===== config.mk =====
export PLATFORM = sky130hd
export DESIGN_NAME = puzzle_loader
export DESIGN_NICKNAME = d
export VERILOG_FILES = /design/src/rtl/puzzle_loader.sv
export SDC_FILE = /design/constraint.sdc
export NUM_CORES = 2
export LEC_CHECK = 0
export ABC_AREA = 1
export BUFFER_PORTS_ARGS = -buffer_cell sky130_fd_sc_hd__buf_2
export CAP_MARGIN = 10
export CELL_PAD_IN_SITES_DETAIL_PLACEMENT = 0
export CELL_PAD_IN_SITES_GLOBAL_PLACEMENT = 1
export CORE_MARGIN = 2
export CORE_UTILIZATION = 40
export DETAILED_ROUTE_END_ITERATION = 16
export GPL_TIMING_DRIVEN = 0
export PLACE_DENSITY = 0.78
export SETUP_SLACK_MARGIN = 0.15
export SLEW_MARGIN = 40
export SYNTH_ARGS = -nofsm -noshare
export SYNTH_HDL_FRONTEND = slang
export SYNTH_SLANG_ARGS = --single-unit

===== constraint.sdc =====
create_clock -name i_clk -period 6.19 [get_ports i_clk]
set_input_delay 0 -clock i_clk [delete_from_list [all_inputs] [get_ports i_clk]]
set_output_delay 0 -clock i_clk [all_outputs]
set_load 0.01 [all_outputs]

===== src/rtl/puzzle_loader.sv =====
// Loads one Sudoku puzzle from a synchronous ROM into shadow registers, rotating the digits,
// then commits board and visibilities in a single cycle so a partial board is never visible.
module puzzle_loader #(
  parameter int unsigned PUZZLES_PER_LEVEL = 4,
  parameter int unsigned ROM_ADDR_W        = 12,
  parameter logic [7:0]  LFSR_SEED         = 8'hA5,
  parameter bit          ENABLE_REMAP      = 1'b1
) (
  input  logic                  i_clk,
  input  logic                  i_reset,
  input  logic                  i_clear,
  input  logic                  i_start,
  input  logic                  i_difficulty,
  output logic [ROM_ADDR_W-1:0] o_rom_addr,
  input  logic [4:0]            i_rom_data,
  output logic [323:0]          o_board,
  output logic [80:0]           o_visibilities,
  output logic                  o_busy,
  output logic                  o_done,
  output logic                  o_bad_data
);

  localparam int unsigned SelW = (PUZZLES_PER_LEVEL > 1) ? $clog2(PUZZLES_PER_LEVEL) : 1;

  typedef enum logic [1:0] {StIdle, StLoad, StDrain, StCommit} state_e;

  state_e                  r_state, w_state_next;
  logic [7:0]              r_lfsr;
  logic [SelW-1:0]         r_sel;
  logic [3:0]              r_off;
  logic                    r_diff;
  logic [6:0]              r_cnt;
  logic                    r_wr_vld;
  logic [6:0]              r_wr_idx;
  logic [323:0]            r_shadow_board;
  logic [80:0]             r_shadow_vis;
  logic [323:0]            r_board;
  logic [80:0]             r_vis;
  logic                    r_bad;

  logic                    w_fb;
  logic [SelW-1:0]         w_sel;
  logic [3:0]              w_off;
  logic [ROM_ADDR_W-1:0]   w_puzzle;
  logic [ROM_ADDR_W-1:0]   w_addr;
  logic [3:0]              w_val;
  logic                    w_in_range;
  logic [4:0]              w_sum;
  logic [3:0]              w_wr_val;

  assign w_fb  = r_lfsr[7] ^ r_lfsr[5] ^ r_lfsr[4] ^ r_lfsr[3];
  assign w_sel = (PUZZLES_PER_LEVEL > 1) ? r_lfsr[SelW-1:0] : '0;

  always_comb begin
    w_off = 4'd0;
    if (ENABLE_REMAP) begin
      w_off = (r_lfsr[7:4] >= 4'd9) ? (r_lfsr[7:4] - 4'd9) : r_lfsr[7:4];
    end
  end

  always_comb begin
    w_puzzle = ROM_ADDR_W'(r_diff) * ROM_ADDR_W'(PUZZLES_PER_LEVEL) + ROM_ADDR_W'(r_sel);
    w_addr   = w_puzzle * ROM_ADDR_W'(81) + ROM_ADDR_W'(r_cnt);
  end

  // Digits 1..9 rotate modulo 9; anything else passes through and flags bad data.
  always_comb begin
    w_val      = i_rom_data[3:0];
    w_in_range = (w_val != 4'd0) && (w_val <= 4'd9);
    w_sum      = {1'b0, w_val} + {1'b0, r_off};
    w_wr_val   = w_val;
    if (w_in_range) begin
      w_wr_val = (w_sum > 5'd9) ? 4'(w_sum - 5'd9) : w_sum[3:0];
    end
  end

  always_comb begin
    w_state_next = r_state;
    case (r_state)
      StIdle:   if (i_start) w_state_next = StLoad;
      StLoad:   if (r_cnt == 7'd80) w_state_next = StDrain;
      StDrain:  w_state_next = StCommit;
      StCommit: w_state_next = StIdle;
      default:  w_state_next = StIdle;
    endcase
    if (i_clear) w_state_next = StIdle;
  end

  always_ff @(posedge i_clk) begin
    if (i_reset) begin
      r_state        <= StIdle;
      r_lfsr         <= LFSR_SEED;
      r_sel          <= '0;
      r_off          <= 4'd0;
      r_diff         <= 1'b0;
      r_cnt          <= 7'd0;
      r_wr_vld       <= 1'b0;
      r_wr_idx       <= 7'd0;
      r_shadow_board <= '0;
      r_shadow_vis   <= '0;
      r_board        <= '0;
      r_vis          <= '0;
      r_bad          <= 1'b0;
    end else begin
      r_state <= w_state_next;
      r_lfsr  <= {r_lfsr[6:0], w_fb};
      if (i_clear) begin
        r_cnt    <= 7'd0;
        r_wr_vld <= 1'b0;
        r_board  <= '0;
        r_vis    <= '0;
        r_bad    <= 1'b0;
      end else begin
        // The ROM answers one cycle later, so the write trails the address by one cycle.
        r_wr_vld <= (r_state == StLoad);
        r_wr_idx <= r_cnt;
        case (r_state)
          StIdle: begin
            if (i_start) begin
              r_sel          <= w_sel;
              r_off          <= w_off;
              r_diff         <= i_difficulty;
              r_cnt          <= 7'd0;
              r_shadow_board <= '0;
              r_shadow_vis   <= '0;
              r_bad          <= 1'b0;
            end
          end
          StLoad:   r_cnt <= r_cnt + 7'd1;
          StCommit: begin
            r_board <= r_shadow_board;
            r_vis   <= r_shadow_vis;
          end
          default: ;
        endcase
        if (r_wr_vld) begin
          r_shadow_board[{r_wr_idx, 2'b00} +: 4] <= w_wr_val;
          r_shadow_vis[r_wr_idx]                 <= i_rom_data[4];
          if (!w_in_range) r_bad <= 1'b1;
        end
      end
    end
  end

  assign o_rom_addr     = (r_state == StLoad) ? w_addr : '0;
  assign o_board        = r_board;
  assign o_visibilities = r_vis;
  assign o_busy         = (r_state != StIdle);
  assign o_done         = (r_state == StCommit);
  assign o_bad_data     = r_bad;

endmodule

==> run metrics <==
Startpoint Class=register; Die W=307 um; Mapped Cells=5025; cell internal pwr=9.61 mW; die height=307 um; wire per inst=22.1 um; WHS=0.131 ns; clock share of power=47.3%; hpwl dp=110000 um; Routed Antenna Nets=0; Post-route DRC=0; post-synthesis adder-cell area fraction=1.13%; Num CTS Buffers=93; initial antenna violation count=4; Slew Limit Fails=0; Peak Freq=269 MHz; ys flop type=dfxtp_1; GRT Resource Usage Total=30.7%; drt pass-1 iters=6; WS Path Type=reg -> reg; Sink Count=843; clock root buffer=clkbuf_16; number of flops mapped to enable cells by yosys=0; Max Cap Viol=0; CP endpoint kind=register; largest net degree at the start of global routing=15; Overflow after GRT=0; Placer Congestion=0.971; most crowded layer after global routing=met2; worst slew pin tran=0.960 ns; synthesized cell area=36700 um2; Final Setup Violations=0; dpl cells=6638; Lkg Pwr=17.3 nW; Global Route met1 Usage=41.6%; largest area contributor in the netlist=dfxtp_1; Yosys cell types=46; first-pass GRT wire length=220000 um; clk_lat worst skew=0.68 ns; Worst EP required=6.78 ns; count leader, synth=a21oi_1; Nets=5595; unrepaired setup endpoints after global routing=false; top cells by count, synth=1093 x a21oi_1, 843 x dfxtp_1, 645 x o21ai_0; R2R cell count=12; Final Critical Period=3.72 ns; Comb power frac=9.6%; Max IR drop VDD=0.190 mV; share of cells above drive strength 1=13.4%; antenna fix cells=0; DR iter-0 viols=4116; top cells by area, synth=dfxtp_1 46%, a21oi_1 15%, o21ai_0 8.8%; multiplexer share of the synthesized area=0%; sequential share of power=43.1%; initial core utilization=40.2%; Final Non-Filler Cells=6817; P_sw=3.49 mW; met2 usage=47.7%; synthesized-area fraction occupied by xor and xnor cells=0.0716%; IO buf count=425; Synthesis Warnings=0; Mean Syn Cell Area=7.30 um2; vias=37800; Row Count=111; status=finished clean; Power Density=299 nW/um2; Bufs on Longest Clock Path=3; simple-gate share of the synthesized area=18.0%; Crit Path Max Fanout=8; Switching Fraction=26.7%; Data arrival, critical path=4.30 ns; Power Total=13.1 mW; Hold Path Class=in -> reg; Ports=430; Tcrit/Tclk final=60.1%; H-tree Lvls=3; total wire length=151000 um; # Post-CTS Setup Buffers=0; Seq cells post-synth=843; FFs w/ async S/R, synth=0%; number of global-route vias before repair=34800; Yosys top cell area share=46.0%; vias per std cell=5.55; WHS Path Cells=4; Setup TNS Final=0 ns; Seq/Total Area, Yosys=46.0%; clk_skew=0.0270 ns; clock slew at reported path FFs=0.06 ns; main combinational cell family by area after synthesis=compound AO/OA/AOI/OAI gates; met3 GRT Util=7.00%; Layout area overhead=19.4%; core area=91200 um2; die area=94200 um2; post-synthesis compound-gate area fraction=25.8%; final hold vios=0; relative slew slack=35.8%; CTS tree=done
## logic make-up (layout without fill, tap and decap cells)
family,Yosys count,in the layout
AOI/OAI and AO/OA,1838,1838
and+or+nand+nor,1455,1455
buffers and inverters,853,1458
DFF,843,843
adders and majority gates,32,32
xor gates and xnor gates,3,3
other,1,2
## metrics by stage
stage	util, %	worst slack [ns]	instance area [um2]
2_1_floorplan	-	3.82	36700
3_3_place_gp	44.2	2.00	40300
3_5_place_dp	44.2	2.57	40400
4_1_cts	48.0	2.55	43800
5_1_grt	48.0	2.26	43800
6_report	48.0	2.47	43800
## state kept, by name, indices dropped and copies added, names as in the netlist
name            flops
o_board           324
r_shadow_board    324
o_visibilities     81
r_shadow_vis       81
r_lfsr              8
r_cnt               7
r_wr_idx            7
r_off               4
r_sel               2
r_state             2
o_bad_data          1
r_diff              1
r_wr_vld            1
## layout by cell type (no fill, tap or decap), drive strengths merged, types with 2 or more instances in the layout
cell         synthesis  layout
o22ai                9       9
clkinvlp             0       4
dfxtp              843     843
clkinv               9      31
a21oi             1093    1093
xor2                 2       2
a211oi              13      13
or2                  5       5
nor2               498     498
dlygate4sd3          0       5
fa                   2       2
buf                 86     513
conb                 1       2
clkbuf             323     453
o21ai              646     646
nand3              422     422
nor4                 6       6
a31oi                7       7
bufinv               0      15
nor3                28      28
a22oi               33      33
inv                435     437
a311oi              33      33
nand4                9       9
ha                  30      30
nand2              485     485
## final cells by class
cell class	count	area, um2
Buffer	409	1680
Clock buffer	130	2770
Clock inverter	43	638
Fill cell	9321	47400
Inverter	444	1670
Multi-Input combinational cell	3330	16500
Sequential cell	843	16900
Tap cell	1186	1480
Timing Repair Buffer	432	2200
## layer usage
layer  part of all wire, %  vias to the layer above
li1                      -                    18000
met1                    43                    18000
met2                    44                     1593
met3                   9.1                      272
met4                   3.6                        6
met5                 0.090                        -
## power by group through the flow
stage	registers (mW)	clock network [mW]	logic [mW]
floorplan	5.75	0	0.731
global route	5.66	6.47	1.36
finish	5.64	6.19	1.26
CTS	5.64	6.24	1.23
global placement	5.76	0	1.21
detailed placement	5.76	0	1.22
## critical path, stage by stage (launching register included)
cell and delay, ns:
dfxtp_1 0.48, inv_1 0.22, ha_1 0.31, clkbuf_1 0.27, nor2_1 0.20, inv_1 0.08, nor2_1 0.31, nand2_1 0.16
nor2_1 0.66, nand3_1 0.48, clkinv_1 0.21, nand3_1 0.11, a21oi_1 0.16
## final timing paths
kind,slack (ns),startpoint,end
worst max register to register,2.47,r_wr_idx[1]$_SDFFE_PP0N_,r_shadow_board[176]$_SDFFE_PP0N_
worst min register to register,0.41,r_lfsr[2]$_SDFF_PP1_,r_lfsr[3]$_SDFF_PP0_
worst min-delay path,0.13,i_difficulty,r_diff$_SDFFE_PP0P_
worst max-delay path,2.47,r_wr_idx[1]$_SDFFE_PP0N_,r_shadow_board[176]$_SDFFE_PP0N_
## timing repair
item	4_1_cts	5_1_grt
hold buffers	5	0
hold endpoints to repair	9	0
gates resized for setup	0	0
Note: power is estimated with default switching activity, not from simulation.
